$ cat src/rtl/imem_port_arbiter_pkg.sv
// imem_port_arbiter_pkg: shared widths and read-owner encoding for the inst RAM arbiter
package imem_port_arbiter_pkg;
  localparam int PC_W = 32;
  localparam int INST_W = 32;
  localparam int ADDR_W = PC_W;
  localparam int DATA_W = INST_W;
  localparam logic [1:0] OWN_NONE = 2'd0;
  localparam logic [1:0] OWN_FETCH = 2'd1;
  localparam logic [1:0] OWN_HOST = 2'd2;
endpackage

$ cat src/rtl/imem_port_arbiter_if.sv
// imem_port_arbiter_if: fetch, host and RAM signal bundle around the inst RAM arbiter
interface imem_port_arbiter_if
  import imem_port_arbiter_pkg::*;
#(
  parameter int AW = ADDR_W,
  parameter int DW = DATA_W
);
  logic core_halt;
  logic fetch_req;
  logic [AW-1:0] fetch_addr;
  logic fetch_stall;
  logic [DW-1:0] fetch_data;
  logic fetch_valid;
  logic host_req;
  logic host_we;
  logic [AW-1:0] host_addr;
  logic [DW-1:0] host_wdata;
  logic host_ready;
  logic [DW-1:0] host_rdata;
  logic host_rvalid;
  logic mem_en;
  logic mem_we;
  logic [AW-1:0] mem_addr;
  logic [DW-1:0] mem_wdata;
  logic [DW-1:0] mem_rdata;
  logic grant_host;
  modport master (
    input core_halt, fetch_req, fetch_addr, host_req, host_we, host_addr, host_wdata, mem_rdata,
    output fetch_stall, fetch_data, fetch_valid, host_ready, host_rdata, host_rvalid,
    output mem_en, mem_we, mem_addr, mem_wdata, grant_host
  );
  modport slave (
    output core_halt, fetch_req, fetch_addr, host_req, host_we, host_addr, host_wdata, mem_rdata,
    input fetch_stall, fetch_data, fetch_valid, host_ready, host_rdata, host_rvalid,
    input mem_en, mem_we, mem_addr, mem_wdata, grant_host
  );
endinterface

$ cat src/rtl/imem_arb_wait_cnt.sv
// imem_arb_wait_cnt: saturating count of consecutive cycles the host lost arbitration
module imem_arb_wait_cnt #(
  parameter int MAX = 4
) (
  input  logic       clk,
  input  logic       rst,
  input  logic       inc_i,
  input  logic       clr_i,
  output logic [3:0] cnt_o,
  output logic       sat_o
);
  logic [3:0] cnt_q, cnt_d;
  assign sat_o = cnt_q == 4'(MAX);
  assign cnt_o = cnt_q;
  always_comb cnt_d = clr_i ? 4'd0 : (inc_i && !sat_o) ? cnt_q + 4'd1 : cnt_q;
  always_ff @(posedge clk) cnt_q <= rst ? 4'd0 : cnt_d;
endmodule

$ cat src/rtl/imem_port_arbiter.sv
// imem_port_arbiter: shares the single-port inst RAM between fetch and the host loader,
// force-granting the host after HOST_MAX_WAIT consecutive losses
module imem_port_arbiter
  import imem_port_arbiter_pkg::*;
#(
  parameter int HOST_MAX_WAIT = 4
) (
  input logic clk,
  input logic rst,
  imem_port_arbiter_if.master bus
);
  logic host_win, fetch_win, sat, inc;
  logic [3:0] wait_cnt;
  logic [1:0] rd_owner_q, rd_owner_d;
  imem_arb_wait_cnt #(.MAX(HOST_MAX_WAIT)) u_wait (
    .clk(clk), .rst(rst), .inc_i(inc), .clr_i(!inc), .cnt_o(wait_cnt), .sat_o(sat)
  );
  // Grants are suppressed during reset; halt hands the RAM to the host unconditionally.
  always_comb begin
    host_win = !rst && bus.host_req && (bus.core_halt || !bus.fetch_req || sat);
    fetch_win = !rst && !bus.core_halt && bus.fetch_req && !host_win;
    inc = bus.host_req && !host_win;
    rd_owner_d = fetch_win ? OWN_FETCH : (host_win && !bus.host_we) ? OWN_HOST : OWN_NONE;
  end
  always_ff @(posedge clk) rd_owner_q <= rst ? OWN_NONE : rd_owner_d;
  assign bus.grant_host = host_win;
  assign bus.host_ready = host_win;
  assign bus.fetch_stall = bus.fetch_req && !fetch_win;
  assign bus.mem_en = host_win || fetch_win;
  assign bus.mem_we = host_win && bus.host_we;
  assign bus.mem_addr = fetch_win ? bus.fetch_addr : host_win ? bus.host_addr : '0;
  assign bus.mem_wdata = host_win ? bus.host_wdata : '0;
  // Responses in flight when reset arrives are dropped in the reset cycle itself.
  assign bus.fetch_valid = !rst && rd_owner_q == OWN_FETCH;
  assign bus.host_rvalid = !rst && rd_owner_q == OWN_HOST;
  assign bus.fetch_data = bus.mem_rdata;
  assign bus.host_rdata = bus.mem_rdata;
  logic unused;
  assign unused = ^wait_cnt;
endmodule

$ cat src/flat_wrapper.sv
// flat-port wrapper written by rule: the top's interface ports become plain ports
module imem_port_arbiter_flat import imem_port_arbiter_pkg::*;
#(
  parameter int HOST_MAX_WAIT = 4
)
  (clk, rst, bus_core_halt, bus_fetch_req, bus_fetch_addr, bus_host_req, bus_host_we, bus_host_addr, bus_host_wdata, bus_mem_rdata, bus_fetch_stall, bus_fetch_data, bus_fetch_valid, bus_host_ready, bus_host_rdata, bus_host_rvalid, bus_mem_en, bus_mem_we, bus_mem_addr, bus_mem_wdata, bus_grant_host);
  imem_port_arbiter_if bus_i ();
  input logic clk;
  input logic rst;
  input wire logic [$bits(bus_i.core_halt)-1:0] bus_core_halt;
  input wire logic [$bits(bus_i.fetch_req)-1:0] bus_fetch_req;
  input wire logic [$bits(bus_i.fetch_addr)-1:0] bus_fetch_addr;
  input wire logic [$bits(bus_i.host_req)-1:0] bus_host_req;
  input wire logic [$bits(bus_i.host_we)-1:0] bus_host_we;
  input wire logic [$bits(bus_i.host_addr)-1:0] bus_host_addr;
  input wire logic [$bits(bus_i.host_wdata)-1:0] bus_host_wdata;
  input wire logic [$bits(bus_i.mem_rdata)-1:0] bus_mem_rdata;
  output wire logic [$bits(bus_i.fetch_stall)-1:0] bus_fetch_stall;
  output wire logic [$bits(bus_i.fetch_data)-1:0] bus_fetch_data;
  output wire logic [$bits(bus_i.fetch_valid)-1:0] bus_fetch_valid;
  output wire logic [$bits(bus_i.host_ready)-1:0] bus_host_ready;
  output wire logic [$bits(bus_i.host_rdata)-1:0] bus_host_rdata;
  output wire logic [$bits(bus_i.host_rvalid)-1:0] bus_host_rvalid;
  output wire logic [$bits(bus_i.mem_en)-1:0] bus_mem_en;
  output wire logic [$bits(bus_i.mem_we)-1:0] bus_mem_we;
  output wire logic [$bits(bus_i.mem_addr)-1:0] bus_mem_addr;
  output wire logic [$bits(bus_i.mem_wdata)-1:0] bus_mem_wdata;
  output wire logic [$bits(bus_i.grant_host)-1:0] bus_grant_host;
  assign bus_i.core_halt = bus_core_halt;
  assign bus_i.fetch_req = bus_fetch_req;
  assign bus_i.fetch_addr = bus_fetch_addr;
  assign bus_i.host_req = bus_host_req;
  assign bus_i.host_we = bus_host_we;
  assign bus_i.host_addr = bus_host_addr;
  assign bus_i.host_wdata = bus_host_wdata;
  assign bus_i.mem_rdata = bus_mem_rdata;
  assign bus_fetch_stall = bus_i.fetch_stall;
  assign bus_fetch_data = bus_i.fetch_data;
  assign bus_fetch_valid = bus_i.fetch_valid;
  assign bus_host_ready = bus_i.host_ready;
  assign bus_host_rdata = bus_i.host_rdata;
  assign bus_host_rvalid = bus_i.host_rvalid;
  assign bus_mem_en = bus_i.mem_en;
  assign bus_mem_we = bus_i.mem_we;
  assign bus_mem_addr = bus_i.mem_addr;
  assign bus_mem_wdata = bus_i.mem_wdata;
  assign bus_grant_host = bus_i.grant_host;
  imem_port_arbiter #(.HOST_MAX_WAIT(HOST_MAX_WAIT)) u_core (.clk(clk), .rst(rst), .bus(bus_i));
endmodule
$ cat config.mk
export PLATFORM = sky130hd
export DESIGN_NAME = imem_port_arbiter_flat
export DESIGN_NICKNAME = d
export VERILOG_FILES = /design/src/rtl/imem_port_arbiter_pkg.sv /design/src/rtl/imem_port_arbiter_if.sv /design/src/rtl/imem_arb_wait_cnt.sv /design/src/rtl/imem_port_arbiter.sv /design/src/flat_wrapper.sv
export SDC_FILE = /design/constraint.sdc
export NUM_CORES = 1
export LEC_CHECK = 0
export ABC_AREA = 1
export CAP_MARGIN = 25
export CORE_AREA = 2 2 105 107
export DETAILED_ROUTE_END_ITERATION = 12
export DIE_AREA = 0 0 107 109
export PLACE_DENSITY = 0.74
export SLEW_MARGIN = 20
export SYNTH_ARGS = -nofsm -noshare
export SYNTH_HDL_FRONTEND = slang
export SYNTH_SLANG_ARGS = --single-unit
export TNS_END_PERCENT = 5
$ cat constraint.sdc
create_clock -name clk -period 2 [get_ports clk]
set_input_delay 0.6 -clock clk [delete_from_list [all_inputs] [get_ports clk]]
set_output_delay 0.6 -clock clk [all_outputs]
set_load 0.005 [all_outputs]
After elaboration in Yosys (flattened, before gate mapping)

Index checks and enable logic that the tools add are counted.

Bits of input ports: 134
Flip-flop bits (word level): 6
Logic and storage cells: 37
Output and inout bits: 135

Muxes and demuxes: 5
Bitwise gates (word level): 1
Reductions and logical operators: 24
Add/subtract/negate cells: 1
Equality and inequality tests: 3

Operators with widths:

| operator                                                         | number |
|---|---|
| 32-bit 2-to-1 mux                                                | 3 |
| 1-bit logical AND                                                | 12 |
| 1-bit logical NOT                                                | 7 |
| 4-bit by 1-bit adder with 4-bit output (second input constant)   | 1 |
| 4-bit by 3-bit == test with 1-bit output (second input constant) | 1 |
| 2-bit OR reduction                                               | 2 |
| 1-bit logical OR                                                 | 3 |
| 2-bit by 1-bit == test with 1-bit output (second input constant) | 1 |
| 2-bit == test (second input constant)                            | 1 |
| 2-bit 2-to-1 mux                                                 | 1 |
| 1-bit 2-to-1 mux                                                 | 1 |
| 1-bit NOT                                                        | 1 |

Logic depth before layout (Yosys ltp)

Word-level depth: 8
Depth in mapped cells: 10
Gate-level depth less buffers: 9

By module

From an unflattened synthesis, not the netlist that was laid out.

Cell total of the unflattened synthesis: 301
Area, all modules: 1657.8 um2

By module, submodules not included:

| module            | seq. area each (um2) | instances | area each (um2) | cells each |
|---|---|---|---|---|
| imem_port_arbiter | 40.0                 | 1         | 1415.1          | 265 |
| imem_arb_wait_cnt | 80.1                 | 1         | 242.7           | 36 |

Worst setup path after synthesis

OpenSTA, ideal clock, no wires.

Path kind: input-to-output
Start: in bus_fetch_req
End: out bus_mem_addr[10]
Arrival: 1.345 ns
Data required time: 1.400 ns
Buffers on the path: 1
Slack: 0.055 ns
Stages: 9
Cell sequence: inv_1 nor2_1 nand2_2 nand2_4 inv_4 nor2_8 buf_6 nand2_1 nand2_1

Longest elaborated chain between the ends: 7
Elaborated cells between the ends (all ways): 9
Those cells by class: 2 x mux; 7 x reduce/logical

Ends and longest elaborated chain:

| what                          | line                    | text |
|---|---|---|
| start, declared               | flat_wrapper.sv:11      | `input wire logic [$bits(bus_i.fetch_req)-1:0] bus_fetch_req;` |
| 1-bit logical NOT             | imem_port_arbiter.sv:20 | `host_win = !rst && bus.host_req && (bus.core_halt \|\| !bus.fetch_req \|\| sat);` |
| 1-bit logical OR (2 in a row) | imem_port_arbiter.sv:20 |  |
| 1-bit logical AND             | imem_port_arbiter.sv:20 |  |
| 1-bit logical NOT             | imem_port_arbiter.sv:21 | `fetch_win = !rst && !bus.core_halt && bus.fetch_req && !host_win;` |
| 1-bit logical AND             | imem_port_arbiter.sv:21 |  |
| 32-bit 2-to-1 mux (*)         | imem_port_arbiter.sv:31 | `assign bus.mem_addr = fetch_win ? bus.fetch_addr : host_win ? bus.host_addr : '0;` |
| end, declared                 | flat_wrapper.sv:26      | `output wire logic [$bits(bus_i.mem_addr)-1:0] bus_mem_addr;` |

Every way passes the cells marked *; elsewhere a longest branch is shown, timed or not.

Final worst setup path

Start: in bus_core_halt
End: out bus_mem_addr[13]

Longest elaborated chain between the ends: 6
Elaborated cells between the ends (all ways): 10
Those cells by class: 2 x mux; 8 x reduce/logical

Ends and longest elaborated chain:

| what                          | line                    | text |
|---|---|---|
| start, declared               | flat_wrapper.sv:10      | `input wire logic [$bits(bus_i.core_halt)-1:0] bus_core_halt;` |
| 1-bit logical OR (2 in a row) | imem_port_arbiter.sv:20 |  |
| 1-bit logical AND             | imem_port_arbiter.sv:20 |  |
| 1-bit logical NOT             | imem_port_arbiter.sv:21 |  |
| 1-bit logical AND             | imem_port_arbiter.sv:21 |  |
| 32-bit 2-to-1 mux (*)         | imem_port_arbiter.sv:31 |  |

Marks and branches as above.

==> flow_metrics.env <==
export IMPL_worstHoldEndpoint="u_core.u_wait.cnt_o[3]"
export IMPL_final_common_cell="nand2_1"
export IMPL_critical_path_max_fanout=7
export IMPL_peakVddDrop_mv=0.406
export IMPL_start_util_pct=14.6
export IMPL_min_from="u_core.u_wait.cnt_o[3]"
export IMPL_die_x_um=107
export IMPL_io_pins=269
export IMPL_cts_buffer_depth=2
export IMPL_crit_type="in -> out"
export IMPL_final_cell_mix="98 x nand2_1, 97 x clkdlybuf4s50_1, 54 x buf_2"
export IMPL_nets=559
export IMPL_clock_sinks=6
export IMPL_finalMaxSlewViolations=0
export IMPL_yosysWarningCount=0
export IMPL_num_vias=2071
export IMPL_synth_edff_count=0
export IMPL_layout_drive_gt1_share_pct=36.1
export IMPL_fp_dieH_um=109
export IMPL_grt_max_degree=24
export IMPL_multi_input_area_um2=808
export IMPL_core_um2=10600
export IMPL_row_count=38
export IMPL_reg2reg_depth=10
export IMPL_status="complete, but fails checks"
export IMPL_drt_wl_total_mm=6.43
export IMPL_dpl_hpwl_mm=4.90
export IMPL_min_period_ps=2290
export IMPL_r2r_end="u_core.u_wait.cnt_o[0]"
export IMPL_die_area_um2=11700
export IMPL_rsz0062_at_grt="true"
export IMPL_insertedDiodeCount=0
export IMPL_regArea_um2=123
export IMPL_gr_total_overflow=0
export IMPL_arrival_ps=1690
export IMPL_cts_tree="yes"
export IMPL_async_flop_share_pct=0
export IMPL_grt_antenna_before_repair=0
export IMPL_wl_per_cell_um=11.5
export IMPL_endpoint_kind="output port"
export IMPL_fin_ws_ps=-292
export IMPL_final_hold_violation_count=0
export IMPL_path_clk_slew_ps=30
export IMPL_worst_pin_slew_ps=165
export IMPL_vias_per_cell=3.69
export IMPL_holdPathStages=3
export IMPL_drv_cap=0
export IMPL_h_tree_depth=1
export IMPL_post_place_ws_ps=-1050
export IMPL_firstDrtPassIters=4
export IMPL_grt_pass1_vias=1912
export IMPL_slew_headroom_pct=88.9
export IMPL_clock_skew_final_ps=4.84
export IMPL_syn_nets=421
export IMPL_synthFlopType="dfxtp_1"
export IMPL_startpoint_type="primary input"
export IMPL_grt_usage_pct=9.72
export IMPL_yosys_register_bits=6
export IMPL_hold_class="reg -> reg"
export IMPL_finalSetupViolCount=68
export IMPL_ant_nets=0
export IMPL_fmax_mhz=436
export IMPL_avgSynthCellArea_um2=5.45
export IMPL_synthesis_area_um2=1550
export IMPL_ctsRootBufferMaster="clkbuf_8"
export IMPL_critPathRequiredTime_ps=1400
export IMPL_total_power_mw=0.802
export IMPL_synth_distinct_cells=21
export IMPL_fillers=1164
export IMPL_port_buffers=172
export IMPL_dr_first_iter_drc_count=80
export IMPL_syn_inst=285
export IMPL_cts_buffers=3
export IMPL_place_congestion=0.666
export IMPL_finalCritPeriodShare_pct=115
export IMPL_worstReg2RegStart="u_core.u_wait.cnt_o[0]"
export IMPL_grt_pass1_wl_mm=9.03
export IMPL_area_delta_synth_final_pct=107
export IMPL_violations="negative setup slack"
export IMPL_power_density_nw_per_um2=250
export IMPL_ys_seq_area_share_pct=7.74
export IMPL_drc_errors=0
export IMPL_leakagePower_nw=1.71
export IMPL_worst_skew_pair_late_latency_ps=220
export IMPL_ff2ff_setup_slack_ps=490
==> worst max-delay path, stage by stage <==
cell and delay, ps:
buf_8 100, nor2_4 120, nand2_4 80, nand2_8 80, clkinv_8 60, nor2_8 90, buf_12 130, buf_12 120
buf_6 100, nand2_2 40, nand2_1 60, buf_2 110
==> where the power goes <==
part,internal (mW),switching (mW)
clock network,0.129,0.0528
registers,0.123,0.00108
logic,0.320,0.176
==> per-layer routing <==
layer  vias to the layer above  share of wire [%]  track usage (%)
li1                       1035                  -                -
met1                       864                 36             10.7
met2                       133                 48             17.1
met3                        39                 12             3.29
met4                         0                4.6             4.17
met5                         -                  0                0
==> area by class of cell <==
| class | count | share of cell area (%) |
|---|---|---|
| repair buffers | 208 | 59.0 |
| multi-input cells | 163 | 25.2 |
| well taps | 140 | 5.46 |
| flip-flops and latches | 6 | 3.82 |
| inverters | 41 | 5.26 |
| clock buffers | 3 | 1.29 |
==> kinds of logic (layout without fill, tap and decap cells) <==
| logic type | count (synthesis) | count (layout) | synth area share (%) |
|---|---|---|---|
| AOI/OAI and AO/OA | 4 | 4 | 1.45 |
| buffers and inverters | 116 | 252 | 47.2 |
| adders and majority gates | 2 | 2 | 1.61 |
| xor gates and xnor gates | 1 | 1 | 0.564 |
| DFF | 6 | 6 | 7.74 |
| and+or+nand+nor | 156 | 156 | 41.4 |
==> synth_stat cells, types with 2 or more instances <==
| library cell | number | area, µm² |
|---|---|---|
| buf_2 | 2 | 10.0 |
| nand3_1 | 3 | 15.0 |
| nand4_1 | 4 | 25.0 |
| inv_1 | 39 | 146 |
| dfxtp_1 | 6 | 120 |
| ha_1 | 2 | 25.0 |
| buf_4 | 68 | 510 |
| buf_6 | 5 | 56.3 |
| a21oi_1 | 3 | 15.0 |
| nor2_1 | 38 | 143 |
| nand2_1 | 105 | 394 |
==> registers in the layout, indices dropped and copies added, names as in the netlist <==
register,flops
u_core.rd_owner_q,2
u_core.u_wait.cnt_o,4
==> timing repair <==
item                                    CTS  global route
pin swaps                                 7             8
endpoints found under the hold margin     0             0
gates cloned                              4             0
endpoints found under the setup margin   71            69
resized for setup                       309            24
buffers inserted                         12             5
hold buffers                              0             0
==> how the worst max path moves through the flow <==
stage,end,slack (ps),start
after floorplan,bus_mem_addr[10],60,bus_fetch_req
after global placement,bus_mem_addr[7],-1040,rst
after detailed placement,bus_mem_addr[7],-1050,bus_fetch_req
final,bus_mem_addr[13],-290,bus_core_halt
after global routing,bus_mem_addr[13],-370,bus_core_halt
after CTS,bus_mem_addr[2],-390,bus_fetch_req
==> stage by stage <==
stage               instances  utilization (%)  hold WS, ps  instance area (µm²)  TNS [ps]
detailed placement        537             28.6          609                 3040    -67450
finish                    561             30.3          615                 3210    -11840
global placement          537             28.6          582                 3040    -65740
global route              561             30.3          656                 3210    -16510
floorplan                 285                -          468                 1550         0
CTS                       556             29.8          622                 3160    -12590
Power figures use the tool's default switching activity.
